`config.mk`:
```
export PLATFORM = sky130hd
export DESIGN_NAME = vector_load_unit
export DESIGN_NICKNAME = d
export VERILOG_FILES = /design/src/rtl/vector_load_unit.sv
export SDC_FILE = /design/constraint.sdc
export NUM_CORES = 1
export LEC_CHECK = 0
export CAP_MARGIN = 30
export CORE_MARGIN = 5
export CORE_UTILIZATION = 48
export DETAILED_ROUTE_END_ITERATION = 8
export PLACE_DENSITY = 0.85
export SKIP_CTS_REPAIR_TIMING = 1
export SYNTH_ARGS = -nofsm -noshare
export SYNTH_HDL_FRONTEND = slang
export SYNTH_SLANG_ARGS = --single-unit
```
`constraint.sdc`:
```
create_clock -name clk -period 11 [get_ports clk]
set_clock_uncertainty 0.15 [all_clocks]
set_input_delay 2.2 -clock clk [delete_from_list [all_inputs] [get_ports clk]]
set_output_delay 2.2 -clock clk [all_outputs]
set_load 0.01 [all_outputs]
```
`src/rtl/vector_load_unit.sv`:
```
// Five-element vector load: fetches elements from memory one at a time, then writes the vector register in one cycle.
// Optional feature macro VLU_STRIDE_EN: use the latched stride input instead of a fixed 4-byte element step.
module vector_load_unit #(
  parameter int unsigned ADDR_W = 32,
  parameter int unsigned DATA_W = 32
) (
  input  logic              clk,
  input  logic              reset,
  input  logic              start,
  input  logic [ADDR_W-1:0] base_addr,
  input  logic [ADDR_W-1:0] stride,
  input  logic [3:0]        vd,
  output logic              mem_re,
  output logic [ADDR_W-1:0] mem_addr,
  input  logic              mem_ready,
  input  logic [DATA_W-1:0] mem_rdata,
  output logic              busy,
  output logic              done,
  output logic              vwe,
  output logic [3:0]        vd2,
  output logic [DATA_W-1:0] wd2_0,
  output logic [DATA_W-1:0] wd2_1,
  output logic [DATA_W-1:0] wd2_2,
  output logic [DATA_W-1:0] wd2_3,
  output logic [DATA_W-1:0] wd2_4
);

  typedef enum logic [1:0] {
    IDLE  = 2'd0,
    LOAD  = 2'd1,
    WRITE = 2'd2
  } state_t;

  localparam int unsigned NUM_ELEM = 5;

  state_t            r_state;
  state_t            w_next;
  logic [2:0]        r_idx;
  logic [ADDR_W-1:0] r_base;
  logic [3:0]        r_vd;
  logic [3:0]        r_vd2;
  logic [DATA_W-1:0] r_elem [NUM_ELEM];
  logic [ADDR_W-1:0] w_stride;
  logic [ADDR_W-1:0] w_offset;
  logic              w_accept;
  logic              w_capture;
  logic              w_last;

`ifdef VLU_STRIDE_EN
  logic [ADDR_W-1:0] r_stride;

  always_ff @(posedge clk or posedge reset) begin
    if (reset) begin
      r_stride <= '0;
    end else if (w_accept) begin
      r_stride <= stride;
    end
  end

  assign w_stride = r_stride;
`else
  logic w_unused_stride;

  assign w_unused_stride = ^stride;
  assign w_stride        = ADDR_W'(4);
`endif

  // Address is a pure function of latched state, so it stays put across stalls and is never X.
  assign w_offset = ADDR_W'(r_idx) * w_stride;
  assign mem_addr = r_base + w_offset;

  always_ff @(posedge clk or posedge reset) begin
    if (reset) begin
      r_state <= IDLE;
    end else begin
      r_state <= w_next;
    end
  end

  always_comb begin
    w_next    = r_state;
    mem_re    = 1'b0;
    busy      = 1'b1;
    done      = 1'b0;
    vwe       = 1'b0;
    w_accept  = 1'b0;
    w_capture = 1'b0;
    w_last    = 1'b0;
    case (r_state)
      IDLE: begin
        busy     = 1'b0;
        w_accept = start;
        if (start) begin
          w_next = LOAD;
        end
      end
      LOAD: begin
        mem_re    = 1'b1;
        w_capture = mem_ready;
        w_last    = mem_ready && (r_idx == 3'd4);
        if (w_last) begin
          w_next = WRITE;
        end
      end
      WRITE: begin
        done   = 1'b1;
        vwe    = 1'b1;
        w_next = IDLE;
      end
      default: begin
        w_next = IDLE;
      end
    endcase
  end

  always_ff @(posedge clk or posedge reset) begin
    if (reset) begin
      r_idx  <= '0;
      r_base <= '0;
      r_vd   <= '0;
      r_vd2  <= '0;
      for (int unsigned i = 0; i < NUM_ELEM; i++) begin
        r_elem[i] <= '0;
      end
    end else begin
      if (w_accept) begin
        r_idx  <= '0;
        r_base <= base_addr;
        r_vd   <= vd;
      end
      if (w_capture) begin
        r_idx <= r_idx + 3'd1;
        for (int unsigned i = 0; i < NUM_ELEM; i++) begin
          if (r_idx == 3'(i)) begin
            r_elem[i] <= mem_rdata;
          end
        end
      end
      // Destination number is published only once the vector is complete, so vd2 holds through the next load.
      if (w_last) begin
        r_vd2 <= r_vd;
      end
    end
  end

  assign vd2   = r_vd2;
  assign wd2_0 = r_elem[0];
  assign wd2_1 = r_elem[1];
  assign wd2_2 = r_elem[2];
  assign wd2_3 = r_elem[3];
  assign wd2_4 = r_elem[4];

endmodule

```
==> impl_metrics.ini, run 1 <==
[outcome]
status = complete, no violations

[run]
maxCapViolations = 0

[power]
p_per_area_nw_per_um2 = 323.4
p_leak_uw = 0.005131
peakVddDrop_v = 0.0001895

[floorplanning]
die_x_microns = 141.7
die_y_microns = 141.7
start_util = 0.4845
die_area_sq_um = 20070
io_pins = 304
rows = 48
coreArea_sq_um = 17180

[critical_path]
endpoint_kind = output pin
worstSetupPathType = register to output pin
r2r_slack_ns = 8.52
cp_max_fo = 8
r2r_end = r_base[13]$_DFFE_PP0P_
required_ns = 8.65
r2r_cells = 3
path_cells = ha_1 -> inv_1 -> fa_1 -> nand2b_4 -> a2111oi_4 -> nand4_1 -> xnor2_1 -> clkdlybuf4s50_1
max_stage_delay_ns = 0.62
critPathSlowestCell = a2111oi_4
cp.arrival_ns = 3.40
r2r_start = r_state[0]$_DFFE_PP0P_
crit_path_start_kind = register
endpoint = mem_addr[30]
crit_start = r_idx[0]$_DFFE_PP0P_

[global_route]
grt_pass1_wl_microns = 35940
overflow = 0
first_global_vias = 6339
antenna_found_initial = 0
grt_max_degree = 121
grtUsageTotal = 0.2276

[sta]
max_slew_margin = 0.3277
fmax_mhz = 174.0
maxSlewViolCount = 0
rsz0062_at_grt = no
period_needed_ns = 5.749
layout_setup_ws_ns = 5.251
max_slew.worst_pin.slew_ns = 1.004
post-route-period-util = 0.5226
tns_ns = 0
setup_viol = 0
hold_violations = 0

[yosys]
synthTopCellsByArea = dfrtp_1, mux2_2, xnor2_1
yosysMostFrequentCell = dfrtp_1
synth_top_area_frac = 0.6164
synth_nets = 662
synth_edf_count = 0
ys_types = 29
synth_top_flop_cell = dfrtp_1
synth_cells = 549
netlist_area_sq_um = 8322
async_flop_share = 1.000
ys_ff_latch = 205
synth.avg_cell_area_sq_um = 15.16
yosysWarnings = 0
ys_seq_area_frac = 0.6164
yosys.area.top_type = dfrtp_1
synthTopCellsByCount = dfrtp_1, mux2_2, xnor2_1

[final_layout]
area_growth_pct = 45.60
fillCellCount = 1181
drive_gt1_frac = 0.2994
final_nets = 943
diodes = 0

[cts]
clock_path_buffers = 3
cts_num_sinks = 205
clk_pin_slew_ns = 0.06
htree_levels = 1
cts_buffers = 22
cts_tree = done
clk_latency_ns = 0.50
cts-root-buf = clkbuf_16

[detailed_routing]
antenna_left = 0
wl_per_cell_microns = 21.28
drc = 0
via_per_inst = 5.214
drt-pass1-iter-count = 4
vias = 5579
drt-total-wl_microns = 22770
dr.first_iter.drc_count = 295

[placement]
place_ws_ns = 5.738
finalWeightedCongestion = 0.8048
dpl.hpwl_microns = 16350
portBuffers = 271

[hold_path]
min_from = wd2_3[24]$_DFFE_PP0P_
hold_class = register to register
## sequential cells by signal, indices dropped and copies added, names as in the netlist
name,count
vd2,4
wd2_3,32
wd2_0,32
r_idx,3
r_vd,4
wd2_1,32
r_base,32
wd2_2,32
r_state,2
wd2_4,32
## worst min-delay path by stage
stage                                  endpoint  slack [ns]  cells after the start
after detailed placement  wd2_2[26]$_DFFE_PP0P_        0.34                      1
after global routing      wd2_2[26]$_DFFE_PP0P_        0.36                      1
final                     wd2_3[24]$_DFFE_PP0P_        0.35                      1
after CTS                 wd2_2[26]$_DFFE_PP0P_        0.35                      1
after global placement       vd2[3]$_DFFE_PP0P_        0.33                      1
after floorplan             r_vd[0]$_DFFE_PP0P_        0.32                      1
## kinds of logic after synthesis
group                    count (synthesis)  synth area share
XOR/XNOR                                28           0.02947
adder cells (fa/ha/maj)                  9           0.01443
multiplexers                           197            0.2666
flip-flops                             205            0.6164
AND/OR/NAND/NOR                         64           0.04270
buffers and inverters                   35           0.02030
AO/OA/AOI/OAI                           11           0.01007
## report_power, final
part,switching [uW],internal (uW),total (uW)
clock,288,453,741
combinational,699,1090,1790
sequential,253,1140,1390
## per-layer routing
layer,up-vias,wire length (microns),track usage
met5,-,0,0
met2,196,11830,0.3972
met3,46,1769,0.06606
met4,0,728,0.07626
li1,2494,-,-
met1,2843,8444,0.2704
## stage by stage
stage,utilization,hold slack (ns),area (sq um),instances,power [uW]
floorplan,-,0.3249,8322,549,2149
global placement,0.6547,0.3346,11250,1025,3102
detailed placement,0.6614,0.3413,11360,1030,3198
CTS,0.7050,0.3541,12110,1069,3965
global route,0.7054,0.3622,12120,1070,4132
finish,0.7054,0.3509,12120,1070,3919
## layout make-up
type,count,area (sq um),share of cell area
Sequential cell,205,5130,0.4234
Multi-Input combinational cell,309,3043,0.2511
Timing Repair Buffer,281,2865,0.2365
Clock buffer,35,689.4,0.05690
Tap cell,225,281.5,0.02323
Clock inverter,4,58.81,0.004853
Inverter,11,48.80,0.004027
## layout by cell type, fill, tap and decap left out, drive strengths merged
cell and instances:
a2111oi 1, a21o 1, a21oi 3, a22o 1, and2 2, and3 4
and3b 1, buf 10, bufinv 1, clkbuf 35, clkdlybuf4s50 271, clkinv 2
clkinvlp 1, dfrtp 205, fa 1, ha 8, inv 11, mux2 197
nand2 16, nand2b 1, nand3 14, nand3b 1, nand4 12, nor2 6
nor2b 2, nor3 1, nor3b 2, nor4 1, o21ai 5, or2 1
xnor2 24, xor2 4
## worst max-delay path, delay by kind of cell (launching register included)
kind,cells,cell delay [ns]
xor+xnor,1,0.22
buf+inv,2,0.65
fa+ha+maj,2,0.59
compound gates,1,0.62
flops,1,0.44
simple gates,2,0.37
No activity file was read; power rests on OpenSTA's default activity.
==> run 2, diff against run 1 <==
- CORE_UTILIZATION: 48 -> 40
- PLACE_DENSITY: 0.85 -> 0.76
- clock period: 11 -> 5.2 ns (I/O delays scaled with it)
==> run 2 against run 1 <==
Compared with the run above: die area grew 19%; setup slack worse by 4.6 ns; combinational power increased by 110%; sequential power up 110%; sequential share of layout area down 0.27 points; via count shrank 2.6%; critical path depth did not move; largest cell class unchanged; flip-flop and latch count stayed put.
==> impl_metrics.ini, run 2 (synthesized netlist as in run 1, its figures left out) <==
[outcome]
status = complete, no violations

[critical_path]
r2r_start = r_state[1]$_DFFE_PP0P_
required_ns = 4.01
endpoint_kind = output pin
r2r_cells = 4
endpoint = mem_addr[28]
crit_start = r_idx[0]$_DFFE_PP0P_
r2r_slack_ns = 2.80
worstSetupPathType = register to output pin
crit_path_start_kind = register
cp.arrival_ns = 3.37
r2r_end = wd2_2[28]$_DFFE_PP0P_
cp_max_fo = 8

[final_layout]
final_nets = 942
drive_gt1_frac = 0.2993
layout_commonest_cell = clkdlybuf4s50_1
seq_area_sq_um = 5130
diodes = 0
mostFrequentLayoutCells = clkdlybuf4s50_1, dfrtp_1, mux2_2
multi_input_area_sq_um = 3043
area_growth_pct = 46.55
fillCellCount = 1622

[sta]
setup_viol = 0
max_slew_margin = 0.3549
post-route-period-util = 0.8773
rsz0062_at_grt = no
hold_violations = 0
tns_ns = 0
max_slew.worst_pin.slew_ns = 0.9643
holdWs_ns = 0.3514
maxSlewViolCount = 0
fmax_mhz = 219.2
period_needed_ns = 4.562

[detailed_routing]
wl_per_cell_microns = 18.70
vias = 5436
drc = 0
via_per_inst = 4.888
drt-pass1-iter-count = 4
antenna_left = 0
dr.first_iter.drc_count = 104
drt-total-wl_microns = 20790

[cts]
clock_path_buffers = 3
cts-root-buf = clkbuf_16
clk_pin_slew_ns = 0.06
cts_num_sinks = 205
cts_buffers = 22
clk_latency_ns = 0.50
cts_tree = done
htree_levels = 1

[hold_path]
hold_class = register to register

[floorplanning]
rows = 52
io_pins = 304
coreArea_sq_um = 20360
start_util = 0.4086
die_area_sq_um = 23790
die_x_microns = 154.2
die_y_microns = 154.2

[power]
p_leak_uw = 0.005140
p_per_area_nw_per_um2 = 679.4
peakVddDrop_v = 0.0004015

[global_route]
grt_max_degree = 92
grtUsageTotal = 0.1711
overflow = 0
antenna_found_initial = 0
grt_pass1_wl_microns = 33110
first_global_vias = 5842

[placement]
portBuffers = 271
finalWeightedCongestion = 0.7427
dpl.hpwl_microns = 14490

[run]
maxCapViolations = 0
## run 2: worst max-delay path, stage by stage (launching register included)
cell and delay, ns:
dfrtp_1 0.44, ha_1 0.21, inv_1 0.06, fa_1 0.40, nand2b_4 0.18, a2111oi_4 0.64, nand4_1 0.20, xnor2_1 0.18
clkdlybuf4s50_1 0.57
## run 2: power breakdown
group          total, uW  switching, uW  internal, uW  leakage (uW)
registers           2900            496          2410       0.00247
logic               3710           1420          2290       0.00228
clock network       1680            619          1060      0.000387
## run 2: layout make-up
| class | instances | area share |
|---|---|---|
| Timing Repair Buffer | 280 | 0.2343 |
| Clock inverter | 8 | 0.01180 |
| Inverter | 11 | 0.003693 |
| Tap cell | 270 | 0.02770 |
| Multi-Input combinational cell | 309 | 0.2495 |
| Sequential cell | 205 | 0.4206 |
| Clock buffer | 29 | 0.05232 |
## run 2: worst min path at each step
stage | startpoint | to | slack, ns | cells after the start
4_1_cts | wd2_0[12]$_DFFE_PP0P_ | wd2_0[12]$_DFFE_PP0P_ | 0.35 | 1
6_report | wd2_0[12]$_DFFE_PP0P_ | wd2_0[12]$_DFFE_PP0P_ | 0.35 | 1
2_1_floorplan | r_vd[0]$_DFFE_PP0P_ | r_vd[0]$_DFFE_PP0P_ | 0.32 | 1
3_3_place_gp | r_vd[3]$_DFFE_PP0P_ | vd2[3]$_DFFE_PP0P_ | 0.33 | 1
3_5_place_dp | r_vd[3]$_DFFE_PP0P_ | r_vd[3]$_DFFE_PP0P_ | 0.34 | 1
5_1_grt | wd2_1[12]$_DFFE_PP0P_ | wd2_1[12]$_DFFE_PP0P_ | 0.37 | 1
## run 2: per-stage QoR
| stage | utilization | setup slack [ns] | total power [uW] | std cells | cell area (sq um) |
|---|---|---|---|---|---|
| finish | 0.5989 | 0.6381 | 8286 | 1112 | 12200 |
| global route | 0.5989 | 0.4241 | 8750 | 1112 | 12200 |
| CTS | 0.5989 | 0.5950 | 8408 | 1112 | 12200 |
| detailed placement | 0.5605 | 1.146 | 6677 | 1075 | 11410 |
| global placement | 0.5568 | 1.185 | 6576 | 1072 | 11340 |
| floorplan | - | 1.352 | 4547 | 549 | 8325 |
## run 2: per-layer routing
| metal | vias up | GRT usage | part of all wire |
|---|---|---|---|
| met1 | 2730 | 0.2109 | 0.41 |
| met4 | 0 | 0.04415 | 0.022 |
| met2 | 176 | 0.2995 | 0.50 |
| li1 | 2497 | - | - |
| met5 | - | 0 | 0 |
| met3 | 33 | 0.04526 | 0.075 |
==> run 3, diff against run 2 <==
- SLEW_MARGIN: default -> 20
==> run 3 against run 2 <==
Compared with the run above: flip-flop and latch count unchanged; sequential share of layout area down 0.19 points; largest power group unchanged; non-clock buffer count up 2; final cell count grew 0.18%; combinational power about the same; largest cell class unchanged; via count about the same.
==> impl_metrics.ini, run 3 (synthesized netlist as in run 1, its figures left out) <==
[outcome]
status = complete, no violations

[power]
power_switching_uw = 2536
clock_power_share = 0.202
p_seq_frac = 0.350
combPwrFrac = 0.449
sw_frac_of_total = 0.3054
power_uw = 8305
p_int_uw = 5769
peakVddDrop_v = 0.0003994
p_per_area_nw_per_um2 = 678.0
p_leak_uw = 0.005168

[cts]
cts_tree = done
clk_latency_ns = 0.50
cts-root-buf = clkbuf_16
htree_levels = 1
clock_path_buffers = 3
clk_pin_slew_ns = 0.06
cts_num_sinks = 205
cts_buffers = 22

[global_route]
top_usage_layer = met2
overflow = 0
grtUsageTotal = 0.1711
first_global_vias = 5842
use_met1 = 0.2109
use_met3 = 0.04526
antenna_found_initial = 0
grt_pass1_wl_microns = 33110
grt_util_met2 = 0.2995
grt_max_degree = 92

[final_layout]
area_growth_pct = 47.21
drive_gt1_frac = 0.3009
mostFrequentLayoutCells = clkdlybuf4s50_1, dfrtp_1, mux2_2
final_core_util = 0.6016
final_nets = 944
diodes = 0
layout_commonest_cell = clkdlybuf4s50_1

[critical_path]
worstSetupPathType = register to output pin
cp.arrival_ns = 3.38
path_cells = ha_1 -> inv_1 -> fa_1 -> nand2b_4 -> a2111oi_4 -> nand4_1 -> xnor2_1 -> clkdlybuf4s50_1
endpoint_kind = output pin
crit_path_start_kind = register
required_ns = 4.01
critPathSlowestCell = a2111oi_4
max_stage_delay_ns = 0.64
cp_max_fo = 8

[placement]
dpl.hpwl_microns = 14490
portBuffers = 271
place_ws_ns = 1.146
finalWeightedCongestion = 0.7427

[sta]
period_needed_ns = 4.566
setup_viol = 0
fmax_mhz = 219.0
max_slew_margin = 0.5840
max_slew.worst_pin.slew_ns = 0.6240
layout_setup_ws_ns = 0.6344
rsz0062_at_grt = no
tns_ns = 0
post-route-period-util = 0.8780
maxSlewViolCount = 0
hold_violations = 0

[floorplanning]
start_util = 0.4086
die_y_microns = 154.2
die_area_sq_um = 23790
coreArea_sq_um = 20360
rows = 52
die_x_microns = 154.2
io_pins = 304

[detailed_routing]
vias = 5431
via_per_inst = 4.875
wl_per_cell_microns = 18.66
drc = 0
drt-total-wl_microns = 20780
drt-pass1-iter-count = 4
dr.first_iter.drc_count = 123
antenna_left = 0

[run]
maxCapViolations = 0

[hold_path]
hold_class = register to register
[run 3: cell count changes in the layout (fill, tap and decap cells not counted)]
cell	delta
buf_16	+2
[run 3: path summary, 6_finish.rpt]
| kind | start | end | slack (ns) | depth (start not counted) |
|---|---|---|---|---|
| hold / removal | wd2_2[12]$_DFFE_PP0P_ | wd2_2[12]$_DFFE_PP0P_ | 0.35 | 1 |
| min in group asynchronous | reset | r_base[18]$_DFFE_PP0P_ | 0.78 | 2 |
| hold reg to reg | wd2_2[12]$_DFFE_PP0P_ | wd2_2[12]$_DFFE_PP0P_ | 0.35 | 1 |
| setup / recovery | r_idx[0]$_DFFE_PP0P_ | mem_addr[28] | 0.63 | 8 |
| max in group asynchronous | reset | wd2_2[26]$_DFFE_PP0P_ | 3.28 | 3 |
| setup reg to reg | r_state[1]$_DFFE_PP0P_ | wd2_1[28]$_DFFE_PP0P_ | 2.95 | 5 |
[run 3: worst max-delay path: cells and delay by family, from the launching register on]
kind	cells	cell delay, ns
flip-flops	1	0.43
adder cells (fa/ha/maj)	2	0.61
AND/OR/NAND/NOR	2	0.39
buffers and inverters	2	0.64
AO/OA/AOI/OAI	1	0.64
XOR/XNOR	1	0.18
[run 3: cell type report]
| class | count | area, sq um |
|---|---|---|
| fillers | 1614 | 8114 |
| flip-flops and latches | 205 | 5130 |
| multi-input cells | 309 | 3043 |
| repair buffers | 282 | 2913 |
| clock buffers | 29 | 638.1 |
| well taps | 270 | 337.8 |
| clock inverters | 8 | 143.9 |
| inverters | 11 | 45.04 |
[run 3: routing by layer]
metal / up-vias / share of wire
met5: - / 0
met1: 2707 / 0.41
met4: 0 / 0.023
li1: 2499 / -
met3: 36 / 0.078
met2: 189 / 0.49
[run 3: power groups by stage]
stage / Sequential [uW] / Combinational (uW) / Clock, uW
4_1_cts: 2910 / 3780 / 1720
3_3_place_gp: 2890 / 3690 / 0
2_1_floorplan: 3170 / 1380 / 0
3_5_place_dp: 2920 / 3750 / 0
6_report: 2900 / 3730 / 1680
5_1_grt: 3020 / 3980 / 1780
[run 3: metrics by stage]
step	std cells	instance area [sq um]	hold slack, ns
after CTS	1112	12200	0.3549
final	1114	12250	0.3514
after detailed placement	1075	11410	0.3408
after global placement	1072	11340	0.3339
after global routing	1114	12250	0.3652
after floorplan	549	8325	0.3249
